**config.mk**
```make
export PLATFORM = sky130hd
export DESIGN_NAME = alu_driver
export DESIGN_NICKNAME = d
export VERILOG_FILES = /design/src/rtl/alu_driver.sv
export SDC_FILE = /design/constraint.sdc
export NUM_CORES = 1
export LEC_CHECK = 0
export ABC_AREA = 1
export ABC_CLOCK_PERIOD_IN_PS = 1500
export CELL_PAD_IN_SITES_DETAIL_PLACEMENT = 1
export CELL_PAD_IN_SITES_GLOBAL_PLACEMENT = 2
export CORE_MARGIN = 2
export CORE_UTILIZATION = 28
export CTS_CLUSTER_SIZE = 10
export DETAILED_ROUTE_END_ITERATION = 7
export PLACE_DENSITY_LB_ADDON = 0.12
export SLEW_MARGIN = 20
export SYNTH_ARGS = -nofsm -noshare
export SYNTH_HDL_FRONTEND = slang
export SYNTH_SLANG_ARGS = --single-unit
```
**constraint.sdc**
```tcl
create_clock -name clk -period 1.5 [get_ports clk]
set_clock_uncertainty 0.05 [all_clocks]
set_input_delay 0.225 -clock clk [delete_from_list [all_inputs] [get_ports clk]]
set_output_delay 0.225 -clock clk [all_outputs]
set_load 0.005 [all_outputs]
```
**src/rtl/alu_driver.sv**
```systemverilog
// Sequencer that feeds an external combinational ALU from a 4-entry register
// file. It runs one command at a time: load-immediate or ALU op, then a response.
module alu_driver #(
  parameter int W = 4
) (
  input  logic         clk,
  input  logic         rst_n,
  input  logic         cmd_valid,
  output logic         cmd_ready,
  input  logic         cmd_load,
  input  logic [2:0]   cmd_op,
  input  logic [1:0]   cmd_dst,
  input  logic [1:0]   cmd_srca,
  input  logic [1:0]   cmd_srcb,
  input  logic [W-1:0] cmd_imm,
  output logic [W-1:0] alu_a,
  output logic [W-1:0] alu_b,
  output logic [2:0]   alu_ctrl,
  input  logic [W-1:0] alu_out,
  input  logic         alu_co,
  input  logic         alu_ovf,
  input  logic         alu_z,
  input  logic         alu_n,
  output logic         rsp_valid,
  input  logic         rsp_ready,
  output logic [W-1:0] rsp_data,
  output logic [3:0]   rsp_flags
);

  // Handshakes: a command transfers on a clk edge where cmd_valid & cmd_ready;
  // a response transfers on an edge where rsp_valid & rsp_ready. Once
  // rsp_valid rises it stays high with stable rsp_data/rsp_flags until the
  // transfer edge.

  typedef enum logic [1:0] {
    IDLE = 2'd0,
    EXEC = 2'd1,
    RESP = 2'd2
  } state_t;

  state_t         state_q, state_d;
  logic           ready_en_q;
  logic [W-1:0]   rf_q [4];
  logic [3:0]     flags_q;
  logic [W-1:0]   rsp_data_q;
  logic [W-1:0]   alu_a_q, alu_b_q;
  logic [2:0]     alu_ctrl_q;
  logic [1:0]     dst_q;
  logic           accept;
  logic           rsp_done;

  // ready_en_q keeps cmd_ready low during reset and until the first clk edge after release.
  assign cmd_ready = ready_en_q && (state_q == IDLE);
  assign accept    = cmd_valid && cmd_ready;
  assign rsp_valid = (state_q == RESP);
  assign rsp_done  = rsp_valid && rsp_ready;

  assign alu_a     = alu_a_q;
  assign alu_b     = alu_b_q;
  assign alu_ctrl  = alu_ctrl_q;
  assign rsp_data  = rsp_data_q;
  assign rsp_flags = flags_q;

  always_ff @(posedge clk or negedge rst_n) begin
    if (!rst_n) begin
      state_q    <= IDLE;
      ready_en_q <= 1'b0;
    end else begin
      state_q    <= state_d;
      ready_en_q <= 1'b1;
    end
  end

  always_comb begin
    state_d = state_q;
    case (state_q)
      IDLE: begin
        if (accept) state_d = cmd_load ? RESP : EXEC;
      end
      EXEC: state_d = RESP;
      RESP: begin
        if (rsp_done) state_d = IDLE;
      end
      default: state_d = IDLE;
    endcase
  end

  // Sources are read at acceptance, so dst == src sees the old value.
  always_ff @(posedge clk or negedge rst_n) begin
    if (!rst_n) begin
      for (int i = 0; i < 4; i++) rf_q[i] <= '0;
      flags_q    <= '0;
      rsp_data_q <= '0;
      alu_a_q    <= '0;
      alu_b_q    <= '0;
      alu_ctrl_q <= '0;
      dst_q      <= '0;
    end else begin
      if (accept) begin
        dst_q <= cmd_dst;
        if (cmd_load) begin
          rf_q[cmd_dst] <= cmd_imm;
          rsp_data_q    <= cmd_imm;
        end else begin
          alu_a_q    <= rf_q[cmd_srca];
          alu_b_q    <= rf_q[cmd_srcb];
          alu_ctrl_q <= cmd_op;
        end
      end
      if (state_q == EXEC) begin
        rf_q[dst_q] <= alu_out;
        rsp_data_q  <= alu_out;
        flags_q     <= {alu_n, alu_z, alu_co, alu_ovf};
      end
    end
  end

  a_rsp_stable: assert property (
    @(posedge clk) disable iff (!rst_n)
      (rsp_valid && !rsp_ready) |=> (rsp_valid && $stable(rsp_data) && $stable(rsp_flags))
  );

  a_ready_only_idle: assert property (
    @(posedge clk) disable iff (!rst_n)
      cmd_ready |-> (state_q == IDLE)
  );

endmodule
```
Word-level counts from Yosys, hierarchy flattened:

Index checks and enable logic that the tools add are counted.

* flip-flop bits (word level): 40
* input port bits: 26
* output and inout port bits: 21
* logic and storage cells: 60

* order comparisons: 6
* eq/ne operators: 4
* muxes and demuxes: 22
* bitwise gates (word level): 5
* reduce and logical (&&, ||, !) cells: 11

Operators by type and width (number)
* $mux W16: 3
* $mux W4: 9
* $bwmux W16: 2
* $bmux W4 S2: 2
* $demux W4 S2: 2
* $ge A3 B3 Y1 const B: 4
* $not A2 Y3: 4
* $lt A3 B1 Y1 const B: 2
* $mux W2: 3
* $pmux W2 S3: 1
* $reduce_and A2 Y1: 3
* $logic_and A1 B1 Y1: 5
* $reduce_bool A2 Y1: 2
* $eq A2 B1 Y1 const B: 1
* $eq A2 B2 Y1 const B: 1
* $logic_not A2 Y1: 1
* $ne A2 B1 Y1 const B: 1
* $ne A2 B2 Y1 const B: 1
* $not A1 Y1: 1

Depth between registers and ports, before layout:

* word-level depth: 10
* gate-level depth with buffers: 7
* gate-level depth less buffers: 6

Worst setup path after synthesis:

Ideal clock, no wire load.

* path kind: register to register
* from: register state_q[1]
* to: register rf_q[15] (netlist name)
* setup time: 0.065 ns
* data arrival time: 1.104 ns
* data required time: 1.385 ns
* slack: 0.281 ns
* stages on the path, launching flop included: 7
* buffers on the path: 1
* period minus slack after synthesis: 1.219 ns
* cells stage by stage: dfrtp_1 -> nor2_1 -> nand3_2 -> buf_2 -> o21bai_1 -> nand3_1 -> nand2_1

* word-level cells in the longest chain between the ends: 6
* elaborated cells between the ends (all ways): 7
* classes of those cells: eq/ne: 1; mux: 3; reduce/logical: 3

RTL lines
* start, declared: line 41 `state_t state_q, state_d;`
* start signal, assigned: line 69 `state_q <= state_d;`
* $logic_not A2 Y1: line 53 `assign cmd_ready = ready_en_q && (state_q == IDLE);`
* $logic_and A1 B1 Y1: line 53
* $logic_and A1 B1 Y1: line 54 `assign accept = cmd_valid && cmd_ready;`
* $mux W16: line 99 `if (accept) begin`
* $bwmux W16: line 111 `rf_q[dst_q] <= alu_out;`
* $mux W16 *: line 110 `if (state_q == EXEC) begin`
* end signal, assigned by index: line 102 `rf_q[cmd_dst] <= cmd_imm;`
* end signal, assigned by index: line 111
* end, declared: line 43 `logic [W-1:0] rf_q [4];`

Mark *: on every way between the ends. The rest lies on a longest branch, timed or not.
A chain may end at the register's enable or synchronous reset.

Worst setup path in the final report:

* from: register state_q[0]
* to: output cmd_ready

* word-level cells in the longest chain between the ends: 2

RTL lines
* $logic_not A2 Y1: line 53
* $logic_and A1 B1 Y1: line 53
* end, declared: line 9 `output logic cmd_ready,`

Every way passes these cells.

==> metrics.txt <==
CTS tree=done; worst vdd ir=between 0.0004 and 0.0005 V; critical path's slowest cell=dfrtp_1; layout cells sized above 1=between 10% and 20%; total power=between 4 and 5 mW; Pins Over Slew Limit=0; main combinational cell family by area after synthesis=simple AND/OR/NAND/NOR gates; Die Ht=around 90 um; sequential share of the synthesized area=46.4%; crit path time final=~1.5 ns; Setup WS post-layout=0.0215 ns; Worst Path Required=about 1.2 ns; RSZ-0062 raised after global routing=true; Via Count=roughly 2.1k; remaining antenna violation count after routing=0; Cell Rows=32; pwr dens=about 1300 nW/um2; core region area=7610 um2; Mapped Nets=around 320; HP Class=in -> async; placed cell count=451; final setup fails=0; Synth Cell Area=approximately 2200 um2; post-place instance area=2890 um2; Post-synth ARST share=100%; CP Cell Sequence=buf_6, inv_4, nand2_2, nor2_4, buf_2; Die Area=about 8400 um2; Worst Path Arrival=1.20 ns; Synth Instances=292; Synth Warn #=0; H-tree levels=2; Fmax=0.676 GHz; Num CTS Buffers=5; DRC Markers=0; Finished Layout Cells=about 470; final hold vios=0; dpl hpwl=5.14 mm; Crit Path Max Fanout=3; nets=a little under 400; TNS Setup=0 ns; clk buf depth=2; Leak=between 1.5 and 2 nW; post-synthesis compound-gate area fraction=approximately 16%; hold_ws=approximately 0.37 ns; vias in the first global route=2258; post-place setup slack=-0.253 ns; post-synthesis xor/xnor area fraction=0%; initial DRC count=between 60 and 70; DR pass1 iterations=4; via/cell ratio=between 4 and 5; GRT overflow=0; Mapped Avg Cell Area=~7.4 um2; Synth Register Bits=40; antenna violations before repair=0; I/O pins=47; Worst path max stage delay=0.41 ns; WS Path Type=reg -> out; final instance area=3170 um2; Initial Util=roughly 28%; Clk pin slew, worst setup/hold paths=approximately 0.090 ns; Max Cap Violations=0; Post-Route WL=6.94 mm; CTS Sinks=40; register area=1000 um2; Total GRT Usage=17.6%; final core occ=a little over two fifths; Worst Setup End Kind=output port; synthesized-area fraction occupied by and/or/nand/nor cells=29.0%; fillcell total=930; multi-input logic area=a little over 1000 um2; ant diodes=0; Die X=91.8 um; status=finished clean; GPL Wtd Cong=0.760; Port Buffer Count=46; Synth cell types=24; Primary FF master, synth=dfrtp_1; Synth Area in Adders=0%; area growth from synthesis to layout=46.9%; pin count of the biggest net entering global routing=a little over 40; clk_lat worst skew=approximately 0.30 ns; global-route wire length before repair=around 12 mm; root buffer cell=clkbuf_8; Startpoint Class=flip-flop; WL/cell=roughly 15 um; post-synthesis mux area share=0%; Period Utilization, post-route=98.6%; Post-synth EDFFs=0
==> metal layers <==
layer  track usage, %  share of wire (%)
met1             24.6                 49
met4             3.36               0.74
met3             3.78                3.8
met2             28.3                 46
met5                0                  0
==> report_power, final <==
part           total, mW  internal [mW]  switching [mW]
sequential          1.73           1.49           0.244
combinational       1.56          0.798           0.764
clock              0.932          0.502           0.430
total               4.22           2.79            1.44
==> synthesized netlist by cell type, types with 2 or more instances <==
library cell / n / area share [%]
a21oi_1: 8 / 1.9
buf_2: 9 / 2.1
buf_4: 2 / 0.70
clkbuf_1: 2 / 0.35
dfrtp_1: 40 / 46
inv_1: 24 / 4.2
inv_2: 2 / 0.35
nand2_1: 104 / 18
nand3_1: 22 / 5.1
nand4_1: 8 / 2.3
nor2_1: 8 / 1.4
nor2_2: 2 / 0.58
o211ai_1: 8 / 2.8
o21ai_0: 9 / 2.1
o21ai_1: 28 / 6.5
o21bai_1: 8 / 2.8
==> kinds of logic (layout without fill, tap and decap cells) <==
logic type,after synthesis,after routing
and+or+nand+nor,148,148
AOI/OAI and AO/OA,62,62
buffers and inverters,41,112
DFF,40,40
other,1,1
==> flip-flops by register name, summed over array words and instances (netlist names) <==
name,flops
alu_a,4
alu_b,4
alu_ctrl,3
dst_q,2
ready_en_q,1
rf_q,16
rsp_data,4
rsp_flags,4
state_q,2
==> final cells by class <==
cell class / instances / area share (%)
Tap cell: 102 / 4.03
Clock buffer: 5 / 2.17
Clock inverter: 3 / 1.46
Sequential cell: 40 / 31.6
Timing Repair Buffer: 77 / 24.6
Inverter: 27 / 3.28
Multi-Input combinational cell: 211 / 32.8
==> critical path, delay by kind of cell (launching register included) <==
| family | cells | cell delay, ns |
|---|---|---|
| buf+inv | 3 | 0.32 |
| flops | 1 | 0.41 |
| simple gates | 2 | 0.18 |
==> path summary, 6_finish.rpt <==
kind,startpoint,slack (ns),depth (start not counted),endpoint
min in group clk,alu_z,0.41,3,rsp_flags[2]
max in group asynchronous,rst_n,0.81,3,rf_q[15]
setup / recovery,state_q[0],0.02,5,cmd_ready
hold reg to reg,rsp_flags[0],0.44,2,rsp_flags[0]
setup reg to reg,state_q[0],0.04,8,alu_ctrl[1]
hold / removal,rst_n,0.37,3,alu_ctrl[1]
==> cell usage in the layout (no fill, tap or decap), types with 4 or more instances in the layout <==
master           netlist  routed
inv_1                 24      23
nand3_1               22      20
nand2_1              104     101
nor2_4                 1       4
dfrtp_1               40      39
clkdlybuf4s50_1        0      40
nor2_1                 8       5
o21bai_1               8       8
buf_12                 0       5
buf_4                  2      20
o21ai_0                9       8
o211ai_1               8       8
a21oi_1                8       8
nand4_1                8       8
clkbuf_8               0       5
o21ai_1               28      29
==> timing repair <==
item                                   in CTS  in global routing
setup endpoints to repair                  13                 36
pin swaps                                   2                  3
setup buffers                               2                  3
gates resized for setup                     9                 24
hold buffers                                1                  0
endpoints found under the hold margin      40                  0
(Power assumes the default switching activity.)
